<file path="src/rtl/sram_ctrl_pkg.sv">
`default_nettype none
// ============================================================================
// Module      : sram_ctrl_pkg
// Description : Shared types and constants for the SRAM burst controller.
//               Holds the controller state enum, the read-tag record, the
//               default SRAM geometry and the saturating-counter helper.
// Revision    : 1.0 - initial release
// ============================================================================
package sram_ctrl_pkg;

  // Default geometry of the attached SRAM macro.
  localparam int SRAM_DW = 16;
  localparam int SRAM_AW = 4;

  // Ceiling for the optional activity counters.
  localparam logic [15:0] STAT_MAX = 16'hFFFF;

  // Controller states.
  typedef enum logic [1:0] {
    IDLE  = 2'd0,
    WR    = 2'd1,
    RD    = 2'd2,
    DRAIN = 2'd3
  } state_t;

  // Tag that travels alongside an issued read until its data is valid.
  typedef struct packed {
    logic valid;
    logic last;
  } rd_tag_t;

  // Increment that sticks at STAT_MAX instead of wrapping.
  function automatic logic [15:0] sat_inc(input logic [15:0] v);
    return (v == STAT_MAX) ? v : v + 16'd1;
  endfunction

endpackage
`default_nettype wire

</file>
<file path="src/rtl/sram_rd_tag_pipe.sv">
`default_nettype none
// ============================================================================
// Module      : sram_rd_tag_pipe
// Description : DEPTH-deep shift register carrying {valid,last} read tags so
//               that each tag emerges in the same cycle as the SRAM data of
//               the read it belongs to. Cleared synchronously by rst, which
//               discards every in-flight tag.
// Revision    : 1.0 - initial release
// ============================================================================
module sram_rd_tag_pipe
  import sram_ctrl_pkg::*;
#(
  parameter int DEPTH = 1
) (
  input  logic    clk,
  input  logic    rst,
  input  rd_tag_t tag_in,
  output rd_tag_t tag_out
);

  // Two bits per stage; stage 0 occupies the low bits.
  logic [2*DEPTH-1:0] sr;

  generate
    if (DEPTH == 1) begin : g_single
      // single-stage tag register
      always_ff @(posedge clk) begin
        if (rst) begin
          sr <= '0;
        end else begin
          sr <= tag_in;
        end
      end
    end else begin : g_multi
      // shift tags one stage per clock toward the output end
      always_ff @(posedge clk) begin
        if (rst) begin
          sr <= '0;
        end else begin
          sr <= {sr[2*DEPTH-3:0], tag_in};
        end
      end
    end
  endgenerate

  assign tag_out = sr[2*DEPTH-1 -: 2];

endmodule
`default_nettype wire

</file>
<file path="src/rtl/sram_burst_ctrl.sv">
`default_nettype none
// ============================================================================
// Module      : sram_burst_ctrl
// Description : Burst initiator for a single-port SRAM. Accepts read/write
//               burst commands, streams write beats into the SRAM with
//               address auto-increment (mod 2^AW) and returns read words
//               aligned to the SRAM read latency.
//               Optional macro SRAM_BURST_STATS_EN adds saturating counters
//               of SRAM write cycles and returned read words.
// Revision    : 1.0 - initial release
// ============================================================================
module sram_burst_ctrl
  import sram_ctrl_pkg::*;
#(
  parameter int DW     = SRAM_DW,
  parameter int AW     = SRAM_AW,
  parameter int LW     = 4,
  parameter int RD_LAT = 1
) (
  input  logic          clk,
  input  logic          rst,
  // command channel
  input  logic          req_valid,
  output logic          req_ready,
  input  logic          req_write,
  input  logic [AW-1:0] req_addr,
  input  logic [LW-1:0] req_len,
  // write-data channel
  input  logic          wr_valid,
  output logic          wr_ready,
  input  logic [DW-1:0] wr_data,
  // read-data channel
  output logic          rd_valid,
  output logic [DW-1:0] rd_data,
  output logic          rd_last,
  output logic          done,
  // SRAM port
  output logic          sram_we,
  output logic [AW-1:0] sram_addr,
  output logic [DW-1:0] sram_wdata,
  input  logic [DW-1:0] sram_rdata
`ifdef SRAM_BURST_STATS_EN
  ,
  output logic [15:0]   stat_wr_words,
  output logic [15:0]   stat_rd_words
`endif
);

  state_t        state;
  state_t        state_n;
  logic [AW-1:0] addr;       // next write address
  logic [LW-1:0] cnt;        // words remaining after the current one
  logic          last_word;
  logic          accept;
  logic          beat;       // write beat transferred this cycle
  logic          issue;      // read address presented this cycle
  logic          done_wr;
  rd_tag_t       tag_in;
  rd_tag_t       tag_out;

  assign last_word = (cnt == '0);
  assign accept    = req_valid && req_ready;

  // state register
  always_ff @(posedge clk) begin
    if (rst) begin
      state <= IDLE;
    end else begin
      state <= state_n;
    end
  end

  // next-state decode and per-state handshake outputs
  always_comb begin
    state_n   = state;
    req_ready = 1'b0;
    wr_ready  = 1'b0;
    beat      = 1'b0;
    issue     = 1'b0;
    case (state)
      IDLE: begin
        req_ready = 1'b1;
        if (req_valid) begin
          state_n = req_write ? WR : RD;
        end
      end
      WR: begin
        wr_ready = 1'b1;
        beat     = wr_valid;
        if (wr_valid && last_word) begin
          state_n = IDLE;
        end
      end
      RD: begin
        issue = 1'b1;
        if (last_word) begin
          state_n = DRAIN;
        end
      end
      DRAIN: begin
        // leave as soon as the final tag reaches the output
        if (tag_out.valid && tag_out.last) begin
          state_n = IDLE;
        end
      end
      default: begin
        state_n = IDLE;
      end
    endcase
  end

  // command latch, address/beat counters and registered SRAM drive
  always_ff @(posedge clk) begin
    if (rst) begin
      addr       <= '0;
      cnt        <= '0;
      sram_we    <= 1'b0;
      sram_addr  <= '0;
      sram_wdata <= '0;
      done_wr    <= 1'b0;
    end else begin
      sram_we <= 1'b0;
      done_wr <= 1'b0;
      if (accept) begin
        addr <= req_addr;
        cnt  <= req_len;
        // reads present the first address in the very next cycle
        if (!req_write) begin
          sram_addr <= req_addr;
        end
      end else if (beat) begin
        sram_we    <= 1'b1;
        sram_addr  <= addr;
        sram_wdata <= wr_data;
        addr       <= addr + AW'(1);
        cnt        <= cnt - LW'(1);
        done_wr    <= last_word;
      end else if (issue && !last_word) begin
        // reads walk sram_addr directly, one word per cycle
        sram_addr <= sram_addr + AW'(1);
        cnt       <= cnt - LW'(1);
      end
    end
  end

  assign tag_in.valid = issue;
  assign tag_in.last  = issue && last_word;

  sram_rd_tag_pipe #(
    .DEPTH (RD_LAT)
  ) u_tag_pipe (
    .clk     (clk),
    .rst     (rst),
    .tag_in  (tag_in),
    .tag_out (tag_out)
  );

  assign rd_valid = tag_out.valid;
  assign rd_last  = tag_out.valid && tag_out.last;
  assign rd_data  = sram_rdata;
  assign done     = done_wr || rd_last;

`ifdef SRAM_BURST_STATS_EN
  // saturating counts of SRAM write cycles and returned read words
  always_ff @(posedge clk) begin
    if (rst) begin
      stat_wr_words <= '0;
      stat_rd_words <= '0;
    end else begin
      if (sram_we) begin
        stat_wr_words <= sat_inc(stat_wr_words);
      end
      if (rd_valid) begin
        stat_rd_words <= sat_inc(stat_rd_words);
      end
    end
  end
`endif

endmodule
`default_nettype wire

</file>
<file path="config.mk">
export PLATFORM = sky130hd
export DESIGN_NAME = sram_burst_ctrl
export DESIGN_NICKNAME = d
export VERILOG_FILES = /design/src/rtl/sram_ctrl_pkg.sv /design/src/rtl/sram_rd_tag_pipe.sv /design/src/rtl/sram_burst_ctrl.sv
export SDC_FILE = /design/constraint.sdc
export NUM_CORES = 1
export LEC_CHECK = 0
export CORE_ASPECT_RATIO = 0.5
export CORE_MARGIN = 1
export CORE_UTILIZATION = 30
export CTS_CLUSTER_SIZE = 24
export DETAILED_ROUTE_END_ITERATION = 8
export HOLD_SLACK_MARGIN = 0.1
export PLACE_DENSITY = 0.71
export REMOVE_ABC_BUFFERS = 1
export SYNTH_ARGS = -nofsm -noshare
export SYNTH_HDL_FRONTEND = slang
export SYNTH_SLANG_ARGS = --single-unit
</file>
<file path="constraint.sdc">
create_clock -name clk -period 3.4 [get_ports clk]
set_clock_uncertainty 0.1 [all_clocks]
set_input_delay 0.85 -clock clk [delete_from_list [all_inputs] [get_ports clk]]
set_output_delay 0.85 -clock clk [all_outputs]
set_load 0.02 [all_outputs]
</file>
==> results.sh <==
export IMPL_period_share=0.765
export IMPL_worstPathCellList="nor2b_1, clkdlybuf4s50_1"
export IMPL_start_kind="flop"
export IMPL_async_flop_share=0
export IMPL_numCtsBuffers=5
export IMPL_rsz0062_at_grt="no"
export IMPL_final_nets=285
export IMPL_critPathRequiredTime_ns=2.45
export IMPL_dieArea_mm2=0.00589
export IMPL_power_w=0.00115
export IMPL_die_h_um=54.8
export IMPL_wl_um=4140
export IMPL_antennaDiodeCount=0
export IMPL_ys_types=41
export IMPL_grtUsageMet2=0.248
export IMPL_worstSetupPathType="reg -> out"
export IMPL_use_met3=0.0583
export IMPL_grt_pass1_wl_um=6440
export IMPL_vias=1518
export IMPL_crit_fanout=13
export IMPL_tns_ns=0
export IMPL_report_final_slew_viol_count=0
export IMPL_status="completed"
export IMPL_die_x_um=108
export IMPL_vias_per_cell=4.94
export IMPL_post_cts_setup_buffers=0
export IMPL_final_core_util=0.440
export IMPL_multi_input_comb_area_um2=787
export IMPL_clockBufferDepth=2
export IMPL_cts_tree="done"
export IMPL_max_freq_ghz=0.384
export IMPL_area_growth_pct=35.0
export IMPL_io_buffer_count=54
export IMPL_yosys_most_used_dff="dfxtp_1"
export IMPL_grt_overflow_total=0
export IMPL_drc=0
export IMPL_drtIter0Drc=124
export IMPL_first_global_vias=1407
export IMPL_clk_pin_slew_ns=0.07
export IMPL_seq_area_um2=681
export IMPL_syn_area_per_cell_um2=8.36
export IMPL_root_buffer="clkbuf_8"
export IMPL_setup_viol_count_final=0
export IMPL_gp_congestion=0.837
export IMPL_clock_latency_ns=0.28
export IMPL_synth_edf_count=0
export IMPL_hold_path_class="reg -> reg"
export IMPL_antenna_found_initial=0
export IMPL_maxSlewHeadroom=0.640
export IMPL_clock_sinks=34
export IMPL_leakage_nw=0.808
export IMPL_synth_seq_area_share=0.407
export IMPL_fin_crit_ns=2.60
export IMPL_p_per_area_mw_per_mm2=508
export IMPL_ir_worst_vdd_uv=160
export IMPL_dp_hpwl_um=3030
export IMPL_rows=18
export IMPL_start_util=0.326
export IMPL_use_met1=0.164
export IMPL_layout_drive_gt1_share=0.0844
export IMPL_design_portCount=87
export IMPL_core_area_mm2=0.00513
export IMPL_endpoint_kind="output pin"
export IMPL_worst_pin_slew_ns=0.538
export IMPL_cts_resized_gates=0
export IMPL_grt_total_usage=0.143
export IMPL_grt_start_max_net_pins=23
export IMPL_wire_per_inst_um=13.5
export IMPL_dr_pass1_iters=4
export IMPL_synth_seq_cells=34
export IMPL_netlist_instances=200
export IMPL_ys_warn_count=0
export IMPL_max_cap_violations=0
export IMPL_finalHoldViolations=0
export IMPL_fillers=515
export IMPL_ctsHoldBuffers=0
export IMPL_critical_path_max_stage_delay_ns=0.62
export IMPL_grt_busiest_layer="met2"
export IMPL_ant_nets=0
export IMPL_ctsHtreeMaxLevel=2
export IMPL_cpMaxStageDelayCell="clkdlybuf4s50_1"
export IMPL_worst_endpoint_arrival_ns=1.65
export IMPL_synth_area_mm2=0.00167
[stage by stage]
stage / hold WS (ns) / cell area [µm²] / instances / setup slack, ns
floorplan: 0.353 / 1480 / 171 / 1.28
global placement: 0.343 / 2140 / 300 / 0.867
detailed placement: 0.348 / 2140 / 300 / 0.805
CTS: 0.357 / 2260 / 307 / 0.801
global route: 0.379 / 2260 / 307 / 0.706
finish: 0.355 / 2260 / 307 / 0.799
[report_power, final]
group / switching [W] / internal [W] / total, W
Sequential: 0.0000401 / 0.000435 / 0.000476
Clock: 0.000137 / 0.000234 / 0.000371
Combinational: 0.000149 / 0.000151 / 0.000300
Total: 0.000326 / 0.000820 / 0.00115
[metal layers]
metal / vias to the layer above / routed length [µm]
li1: 748 / -
met1: 699 / 1670
met2: 67 / 2050
met3: 4 / 378
met4: 0 / 36
met5: - / 0
[cell type report]
type                       instances  area share
inverter                           3     0.00499
clock inverter                     1      0.0133
tap                               70      0.0388
multi-input combinational        134       0.349
sequential                        34       0.302
timing repair buffer              59       0.256
clock buffer                       6      0.0366
[placed cells by master (no fill, tap or decap), types with 2 or more instances in the layout]
cell type,synthesis,layout
nand2_1,40,40
xor2_1,3,3
buf_4,16,5
nor3b_1,2,2
a311oi_1,4,4
nor3b_2,2,2
a22o_1,2,2
clkdlybuf4s50_1,0,54
inv_1,3,3
o211ai_1,2,2
a211oi_1,3,3
nor4_1,2,2
nor2b_1,2,2
nor3_1,4,4
ha_1,3,3
a22oi_1,2,2
xnor2_1,2,2
nor2_1,10,10
and2_1,2,2
clkbuf_8,0,6
a21oi_1,28,28
dfxtp_1,34,34
o21ai_0,5,5
[state kept, by name, summed over array words and instances (netlist names)]
name,flops
sram_addr,4
cnt,4
u_tag_pipe.tag_out,2
state,2
sram_wdata,16
sram_we,1
done_wr,1
addr,4
[cell families (layout without fill, tap and decap cells)]
| logic type | after synthesis | in the layout | share of synthesized area |
|---|---|---|---|
| muxes | 1 | 1 | 0.00674 |
| AOI/OAI and AO/OA | 53 | 53 | 0.207 |
| adders and majority gates | 3 | 3 | 0.0225 |
| xor gates and xnor gates | 5 | 5 | 0.0262 |
| DFF | 34 | 34 | 0.407 |
| and+or+nand+nor | 72 | 72 | 0.208 |
| buffers and inverters | 32 | 69 | 0.122 |
[worst max-delay path, delay by kind of cell (launching register included)]
| family | cells | cell delay [ns] |
|---|---|---|
| buffers and inverters | 1 | 0.62 |
| and+or+nand+nor | 1 | 0.18 |
| DFF | 1 | 0.57 |
[final timing paths]
| kind | start | end | slack, ns | cells past startpoint |
|---|---|---|---|---|
| worst min-delay path | sram_wdata[12] | sram_wdata[12] | 0.36 | 2 |
| worst max register to register | cnt[0] | cnt[0] | 1.58 | 5 |
| worst max-delay path | state[0] | wr_ready | 0.80 | 2 |
| worst min register to register | sram_wdata[12] | sram_wdata[12] | 0.36 | 2 |
[cell usage after synthesis, types with 2 or more instances]
cell / instances / area share
xor2_1: 3 / 0.016
nor3_1: 4 / 0.012
and2_1: 2 / 0.0075
buf_6: 2 / 0.013
a21oi_1: 28 / 0.084
nor3b_2: 2 / 0.015
nor2b_1: 2 / 0.0075
nor4_1: 2 / 0.0075
a22oi_1: 2 / 0.0090
o21ai_0: 5 / 0.015
dfxtp_1: 34 / 0.41
a211oi_1: 3 / 0.013
buf_2: 6 / 0.018
xnor2_1: 2 / 0.010
nand2_1: 40 / 0.090
nor3b_1: 2 / 0.0090
a311oi_1: 4 / 0.021
inv_1: 3 / 0.0067
nor2_1: 10 / 0.022
buf_4: 16 / 0.072
o211ai_1: 2 / 0.0090
ha_1: 3 / 0.022
a22o_1: 2 / 0.010
clkbuf_1: 4 / 0.0090
No activity file was read; power rests on OpenSTA's default activity.
